**src/rtl/display_arbiter.sv**
```systemverilog
// Round-robin arbiter sharing one 4-digit seven-segment display between three requesters.
// Each grant is held for at least HOLD_CYCLES clocks so the shown value stays readable.
module display_arbiter #(
    parameter int unsigned HOLD_CYCLES = 50_000_000
) (
    input  logic        CLK,
    input  logic        RST,
    input  logic [2:0]  REQ,
    input  logic [15:0] VAL0,
    input  logic [15:0] VAL1,
    input  logic [15:0] VAL2,
    output logic [2:0]  GNT,
    output logic        ACTIVE,
    output logic [3:0]  units,
    output logic [3:0]  tens,
    output logic [3:0]  hundreds,
    output logic [3:0]  thousands
);

    typedef enum logic {StIdle, StHold} state_e;

    localparam logic [25:0] HoldLast = 26'(HOLD_CYCLES - 1);

    state_e      state_q;
    logic [2:0]  gnt_q;
    logic        active_q;
    logic [1:0]  gnt_idx_q;
    logic [1:0]  last_idx_q;
    logic [25:0] hold_cnt_q;
    logic [15:0] digits_q;

    logic [1:0]  cand1, cand2, win_idx;
    logic [15:0] win_val, cur_val;
    logic        expired, do_grant;

    function automatic logic [1:0] next_idx(input logic [1:0] i);
        return (i == 2'd2) ? 2'd0 : i + 2'd1;
    endfunction

    function automatic logic [2:0] onehot(input logic [1:0] i);
        case (i)
            2'd0:    return 3'b001;
            2'd1:    return 3'b010;
            default: return 3'b100;
        endcase
    endfunction

    function automatic logic [15:0] sel_val(input logic [1:0] i, input logic [15:0] v0,
                                           input logic [15:0] v1, input logic [15:0] v2);
        case (i)
            2'd0:    return v0;
            2'd1:    return v1;
            default: return v2;
        endcase
    endfunction

    // Last grantee is searched last, so it only wins when nobody else is asking.
    always_comb begin
        cand1 = next_idx(last_idx_q);
        cand2 = next_idx(cand1);
        if (|(REQ & onehot(cand1))) begin
            win_idx = cand1;
        end else if (|(REQ & onehot(cand2))) begin
            win_idx = cand2;
        end else begin
            win_idx = last_idx_q;
        end
        win_val  = sel_val(win_idx, VAL0, VAL1, VAL2);
        cur_val  = sel_val(gnt_idx_q, VAL0, VAL1, VAL2);
        expired  = (hold_cnt_q == HoldLast);
        do_grant = (|REQ) && ((state_q == StIdle) || expired);
    end

    // A re-grant to the same requester leaves GNT unchanged and just restarts the count.
    always_ff @(posedge CLK) begin
        if (RST) begin
            state_q    <= StIdle;
            gnt_q      <= 3'b000;
            active_q   <= 1'b0;
            gnt_idx_q  <= 2'd2;
            last_idx_q <= 2'd2;
            hold_cnt_q <= 26'd0;
            digits_q   <= 16'h0000;
        end else if (do_grant) begin
            state_q    <= StHold;
            gnt_q      <= onehot(win_idx);
            active_q   <= 1'b1;
            gnt_idx_q  <= win_idx;
            last_idx_q <= win_idx;
            hold_cnt_q <= 26'd0;
            digits_q   <= win_val;
        end else if (state_q == StHold) begin
            if (!expired) begin
                hold_cnt_q <= hold_cnt_q + 26'd1;
                if (|(REQ & gnt_q)) begin
                    digits_q <= cur_val;
                end
            end else begin
                state_q  <= StIdle;
                gnt_q    <= 3'b000;
                active_q <= 1'b0;
            end
        end
    end

    assign GNT       = gnt_q;
    assign ACTIVE    = active_q;
    assign units     = digits_q[3:0];
    assign tens      = digits_q[7:4];
    assign hundreds  = digits_q[11:8];
    assign thousands = digits_q[15:12];

endmodule

```
**config.mk**
```make
export PLATFORM = sky130hd
export DESIGN_NAME = display_arbiter
export DESIGN_NICKNAME = d
export VERILOG_FILES = /design/src/rtl/display_arbiter.sv
export SDC_FILE = /design/constraint.sdc
export NUM_CORES = 1
export LEC_CHECK = 0
export CAP_MARGIN = 20
export CORE_ASPECT_RATIO = 1.2
export CORE_MARGIN = 2
export CORE_UTILIZATION = 45
export DETAILED_ROUTE_END_ITERATION = 6
export PLACE_DENSITY = 0.74
export SETUP_SLACK_MARGIN = 0.02
export SYNTH_ARGS = -nofsm -noshare
export SYNTH_HDL_FRONTEND = slang
export SYNTH_SLANG_ARGS = --single-unit
export TNS_END_PERCENT = 1
```
**constraint.sdc**
```tcl
create_clock -name CLK -period 2.92 [get_ports CLK]
set_input_delay 0.584 -clock CLK [delete_from_list [all_inputs] [get_ports CLK]]
set_output_delay 0.584 -clock CLK [all_outputs]
set_load 0.02 [all_outputs]
```
# Yosys cells after proc, flatten, opt, wreduce, memory -nomap -nowiden
# Cells that the tools add are included.
# totals
out_inout_bits,20
inputBits,53
ff_bits,49
word_cells,62
# op_classes
n_bitwise,5
n_reduce_logical,17
eq_ne,8
addsub,3
muxes,23
# ops
op,count
$mux W16,4
$pmux W16 S2,2
$add A26 B1 Y26 const B,1
$eq A26 B26 Y1 const B,1
$pmux W3 S2,3
$mux W3,4
$reduce_or A3 Y1,4
$and A3 B3 Y3,3
$eq A2 B1 Y1 const B,4
$logic_not A2 Y1,4
$mux W2,4
$mux W1,6
$reduce_bool A2 Y1,3
$add A2 B1 Y2 const B,2
$eq A2 B2 Y1 const B,2
$reduce_and A2 Y1,2
$reduce_and A3 Y1,1
$ne A2 B1 Y1 const B,1
$not A1 Y1,2
$reduce_or A2 Y1,1
$logic_and A1 B1 Y1,1
$logic_or A1 B1 Y1,1

# Longest topological paths before layout
# Gate-level depths: netlist of the first run.
# logic_depth
depth_word,14
ltp_mapped,8
depth_no_buf,7

# Least setup slack after synthesis of the first run
# Ideal clock, no wire load.
# synth_timing
kind,input -> register
start,in REQ[0]
end,reg digits_q[11]
t_required_ns,2.829
setup_slack_ns,0.541
setup_ns,0.091
path_buffers,0
arrival_ns,2.288
path_stages,6
cell_sequence,nor3_1 -> nor4_1 -> a21oi_1 -> mux2i_1 -> nand2_1 -> a311oi_1
# synth_via
elab_chain_len,7
elab_cells_between_ends,18
cone_classes,eq/ne: 2; mux: 4; bitwise: 3; reduce/logical: 9
# synth_rtl
element,line,rtl
"start, declared",8,"input logic [2:0] REQ,"
$and A3 B3 Y3,63,end else if (|(REQ & onehot(cand2))) begin
$reduce_or A3 Y1,63,
$mux W2,63,
$mux W2,61,if (|(REQ & onehot(cand1))) begin
$eq A2 B1 Y1 / $logic_not A2 Y1 (equally long branches),50,case (i)
$pmux W16 S2,50,
$mux W16,84,end else if (do_grant) begin
"end signal, assigned",91,digits_q <= win_val;
"end signal, assigned",96,digits_q <= cur_val;
"end, declared",30,logic [15:0] digits_q;
# Several ways; a longest one is shown, not always the timed one.
# A chain may end at the register's enable or synchronous reset.

# Worst setup path after layout of the first run
# layout_timing
start,reg hold_cnt_q[10]
end,reg digits_q[9]
# layout_via
elab_chain_len,5
elab_cells_between_ends,8
cone_classes,eq/ne: 2; mux: 1; reduce/logical: 5
# layout_rtl
element,line,rtl
"start, declared",29,logic [25:0] hold_cnt_q;
"start signal, assigned",94,hold_cnt_q <= hold_cnt_q + 26'd1;
$eq A26 B26 Y1 (*),70,expired = (hold_cnt_q == HoldLast);
$logic_or A1 B1 Y1,71,do_grant = (|REQ) && ((state_q == StIdle) || expired);
$logic_and A1 B1 Y1,71,
$ne A2 B1 Y1 (no source line) / $reduce_bool A2 Y1 (equally long branches),n/a,
$reduce_and A3 Y1 (no source line),n/a,
# Mark *: on every way between the ends. The rest lies on a longest branch, timed or not.

==> results of run 1 <==
[cells by family (layout without fill, tap and decap cells)]
logic type | count (synthesis) | in the layout | share of synthesized area (%)
XOR/XNOR | 22 | 22 | 6.74
multiplexers | 30 | 30 | 10.9
buffers and inverters | 28 | 108 | 4.20
AND/OR/NAND/NOR | 142 | 142 | 23.0
flip-flops | 49 | 49 | 34.3
adder cells (fa/ha/maj) | 1 | 1 | 0.438
AO/OA/AOI/OAI | 83 | 83 | 20.4
[how the worst max path moves through the flow]
stage | from | end
4_1_cts | hold_cnt_q[10] | digits_q[9]
3_5_place_dp | REQ[2] | digits_q[6]
3_3_place_gp | REQ[2] | digits_q[11]
6_report | hold_cnt_q[10] | digits_q[9]
2_1_floorplan | REQ[0] | digits_q[11]
5_1_grt | REQ[2] | digits_q[6]
[final cells by class]
cell class	count	area (um2)	area share (%)
clock buffers	5	68.8	1.79
clock inverters	3	17.5	0.456
inverters	8	30.0	0.783
multi-input cells	278	1770	46.0
flip-flops and latches	49	981	25.6
well taps	82	103	2.67
repair buffers	92	871	22.7
[state kept, by name, summed over array words and instances, names as in the netlist]
| name | flops |
|---|---|
| hold_cnt_q | 26 |
| digits_q | 16 |
| last_idx_q | 2 |
| ACTIVE | 1 |
| GNT | 3 |
| state_q | 1 |
[worst register-to-register path, delay by kind of cell (launching register included)]
| kind | cells | cell delay (ns) |
|---|---|---|
| flops | 1 | 0.35 |
| buf+inv | 1 | 0.24 |
| simple gates | 3 | 1.11 |
| compound gates | 2 | 0.54 |
| mux | 1 | 0.19 |
[layer usage]
layer | up-vias | part of all wire [%]
li1 | 1431 | -
met1 | 1311 | 42
met2 | 69 | 52
met3 | 10 | 4.7
met4 | 0 | 1.4
met5 | - | 0
[cells in the mapped netlist, types with 2 or more instances]
cell type / number
dfxtp_1: 49
clkbuf_1: 15
nor4_1: 5
a22oi_1: 4
a21oi_1: 22
o21ai_0: 19
nand2b_1: 3
buf_2: 3
and3_1: 6
nor3_1: 10
or3_1: 3
nand4_1: 9
xnor2_1: 15
nand2_1: 26
inv_1: 8
nand3_1: 6
nor3b_1: 2
a211oi_2: 8
nor2_1: 64
xor2_1: 7
or4_1: 3
or2_2: 2
a211oi_1: 17
mux2i_1: 29
a311oi_1: 4
[power groups by stage]
stage / clock network (mW) / logic (mW) / registers (mW)
floorplan: 0 / 0.226 / 0.778
global placement: 0 / 0.455 / 0.753
detailed placement: 0 / 0.462 / 0.752
CTS: 0.403 / 0.464 / 0.738
global route: 0.430 / 0.503 / 0.744
finish: 0.391 / 0.462 / 0.738
[cell usage in the layout, fill, tap and decap left out, drive strengths merged, types with 2 or more instances in the layout]
master,n
a21oi,22
o21a,2
and3,6
clkinv,2
nand3,6
a211oi,25
nor2,64
mux2i,30
or3,3
or4,3
clkdlybuf4s50,72
or2,2
dfxtp,49
nand2b,3
o21ai,20
nor3,10
clkbuf,5
nor4,5
nand4,9
buf,20
nor3b,2
a311oi,4
xor2,7
a22oi,4
inv,8
nand2,26
xnor2,15
[through the flow]
stage / worst slack, ns / power (mW) / instances
2_1_floorplan: 0.541 / 1.00 / 355
3_3_place_gp: 0.227 / 1.21 / 509
3_5_place_dp: 0.143 / 1.21 / 509
4_1_cts: 0.407 / 1.61 / 517
5_1_grt: 0.233 / 1.68 / 517
6_report: 0.407 / 1.59 / 517
==> impl_summary.log, run 1 <==
INFO  metric status = finished clean
INFO  metric synth.area.top_cells = dfxtp_1, mux2i_1, nor2_1, xnor2_1, a211oi_1
INFO  metric route.antenna.remaining_nets = 0
INFO  metric tritoncts = built
INFO  metric grt_start_max_net_pins = 27
INFO  metric clock_power_share = between 20% and 30%
INFO  metric crit_path_end_kind = register
INFO  metric holdCritPathClass = reg -> reg
INFO  metric number_of_cell_rows = 31
INFO  metric grt.total_usage = 20.7%
INFO  metric number_of_antenna_violations_at_the_first_check_in_global_routing = 0
INFO  metric drc = 0
INFO  metric clock_sinks = approximately 50
INFO  metric grt_pass1_vias = 2730
INFO  metric dieArea = 0.00701 mm2
INFO  metric reported_max_cap_violation_count = 0
INFO  metric route.detailed.vias_per_inst = 5.46
INFO  metric critical_path_s_slowest_cell = or4_1
INFO  metric core_region_area = 0.00609 mm2
INFO  metric cp.depth = 7
INFO  metric utilization = between 60% and 70%
INFO  metric synth_top_flop_cell = dfxtp_1
INFO  metric postCtsResizedCells = 0
INFO  metric die_width = 76.7 um
INFO  metric gp_routability_congestion = 0.857
INFO  metric ir_worst_vdd = approximately 240 uV
INFO  metric max_freq = 398 MHz
INFO  metric worstPathRequired = 3.13 ns
INFO  metric clock_tree.root_cell = clkbuf_8
INFO  metric worstPathMaxFanout = 16
INFO  metric net_count_reported_at_finish = 488
INFO  metric power.density_cell_area = about 410 mW/mm2
INFO  metric final_area = roughly 0.0038 mm2
INFO  metric floorplan.io_pins = 73
INFO  metric grt_pass1_wl = 12.2 mm
INFO  metric drive_gt1_share = 10.1%
INFO  metric synthDominantAreaCellType = dfxtp_1
INFO  metric synthArstFlopShare = 0%
INFO  metric postSynthNetCount = 409
INFO  metric timing.reg2reg.worst_path_depth = 7
INFO  metric holdBufCountCts = 0
INFO  metric finalWorstPathRequiredPeriod = ~2.5 ns
INFO  metric hold_path_startpoint = ACTIVE
INFO  metric syn-mean-instance-area = 8.05 um2
INFO  metric dpl.hpwl = 5.52 mm
INFO  metric global_route.overflow_total = 0
INFO  metric synth.yosys.seq_area_share = 34.3%
INFO  metric final_max_slew_viol_count = 0
INFO  metric hold_end = ACTIVE
INFO  metric final-hold-violation-count = 0
INFO  metric post_synth_inst_count = 355
INFO  metric r2r_setup_slack = about 0.4 ns
INFO  metric max_slew.worst_pin.slew = 0.713 ns
INFO  metric synth_seq_cells = 49
INFO  metric yosysWarnings = 0
INFO  metric crit_path_max_incr_delay = 0.57 ns
INFO  metric p_int = 1.11 mW
INFO  metric met2_usage = between 30% and 40%
INFO  metric start_util = between 40 and 50%
INFO  metric power_frac_comb = about 29%
INFO  metric maxSlewHeadroom = 52.4%
INFO  metric hold_path_depth = 2
INFO  metric grt.met3_usage = about 4.6%
INFO  metric worstPathCellList = or4_1, or3_1, o21a_4, mux2i_4, buf_4, nor2_1, a311oi_1
INFO  metric clk_path_buf_depth = 2
INFO  metric leak_pwr = 1.37 nW
INFO  metric number_of_buffers_added_on_ports = 72
INFO  metric via_count = 2821
INFO  metric setup_total_negative_slack = 0 ns
INFO  metric rsz0062_at_grt = no
INFO  metric net-switching-power = 485 uW
INFO  metric whs = 0.468 ns
INFO  metric timing.clock.skew = between 0.006 and 0.007 ns
INFO  metric clkTransAtPathRegs = 0.09 ns
INFO  metric busiest_layer = met2
INFO  metric post_synth_instance_area = between 0.002 and 0.003 mm2
INFO  metric syn2layout_area_growth = 34.3%
INFO  metric setup-violations-final = 0
INFO  metric crit_family = simple AND/OR/NAND/NOR gates
INFO  metric die_y = 91.3 um
INFO  metric finalWirelength = about 7 mm
INFO  metric m1_gr_usage = 23.9%
INFO  metric postCtsSetupBuffers = 0
INFO  metric routed_wire_length_per_instance = 13.9 um
INFO  metric regToRegEndpoint = digits_q[9]
INFO  metric insertion_delay = about 0.30 ns
INFO  metric htree_levels = 2
INFO  metric fill_cells = 555
INFO  metric setup.worst_path.class = reg -> reg
INFO  metric worstSetupStartpointType = register
INFO  metric synth.distinct_cells = 41
INFO  metric switching_share = 30.5%
INFO  metric antennaDiodeCount = 0
INFO  metric number_of_buffers_inserted_during_clock_tree_synthesis = 5
INFO  metric critical_path_buf_inv_count = 1
INFO  metric worst-endpoint-arrival = 2.73 ns
INFO  metric drtIter0Drc = 92
INFO  metric detailedRoute.firstPassIterationCount = 4
INFO  metric netlist.area_leader.share = 34.3%
INFO  metric worstReg2RegStart = hold_cnt_q[10]
INFO  metric dpl-instance-area = 0.00375 mm2
INFO  metric synth_edf_count = 0
INFO  metric pwr-share-seq = 46.4%
INFO  metric finalCritPeriodShare = a little under nine tenths
Note: power is estimated with default switching activity, not from simulation.
==> run 2: changes to the inputs <==
--- a/config.mk
+++ b/config.mk
@@ -12,6 +12,7 @@
 export DETAILED_ROUTE_END_ITERATION = 6
 export PLACE_DENSITY = 0.74
 export SETUP_SLACK_MARGIN = 0.02
+export SKIP_CTS_REPAIR_TIMING = 1
 export SYNTH_ARGS = -nofsm -noshare
 export SYNTH_HDL_FRONTEND = slang
 export SYNTH_SLANG_ARGS = --single-unit
==> results of run 2 <==
No change in the layout: final DEF, timing and power equal those of run 1.
==> run 3: changes to the inputs <==
--- a/config.mk
+++ b/config.mk
@@ -5,6 +5,7 @@
 export SDC_FILE = /design/constraint.sdc
 export NUM_CORES = 1
 export LEC_CHECK = 0
+export ABC_CLOCK_PERIOD_IN_PS = 2920
 export CAP_MARGIN = 20
 export CORE_ASPECT_RATIO = 1.2
 export CORE_MARGIN = 2
@@ -13,6 +14,7 @@
 export PLACE_DENSITY = 0.74
 export SETUP_SLACK_MARGIN = 0.02
 export SKIP_CTS_REPAIR_TIMING = 1
+export SLEW_MARGIN = 25
 export SYNTH_ARGS = -nofsm -noshare
 export SYNTH_HDL_FRONTEND = slang
 export SYNTH_SLANG_ARGS = --single-unit
==> results of run 3 <==
No change in the layout: final DEF, timing and power equal those of run 1.
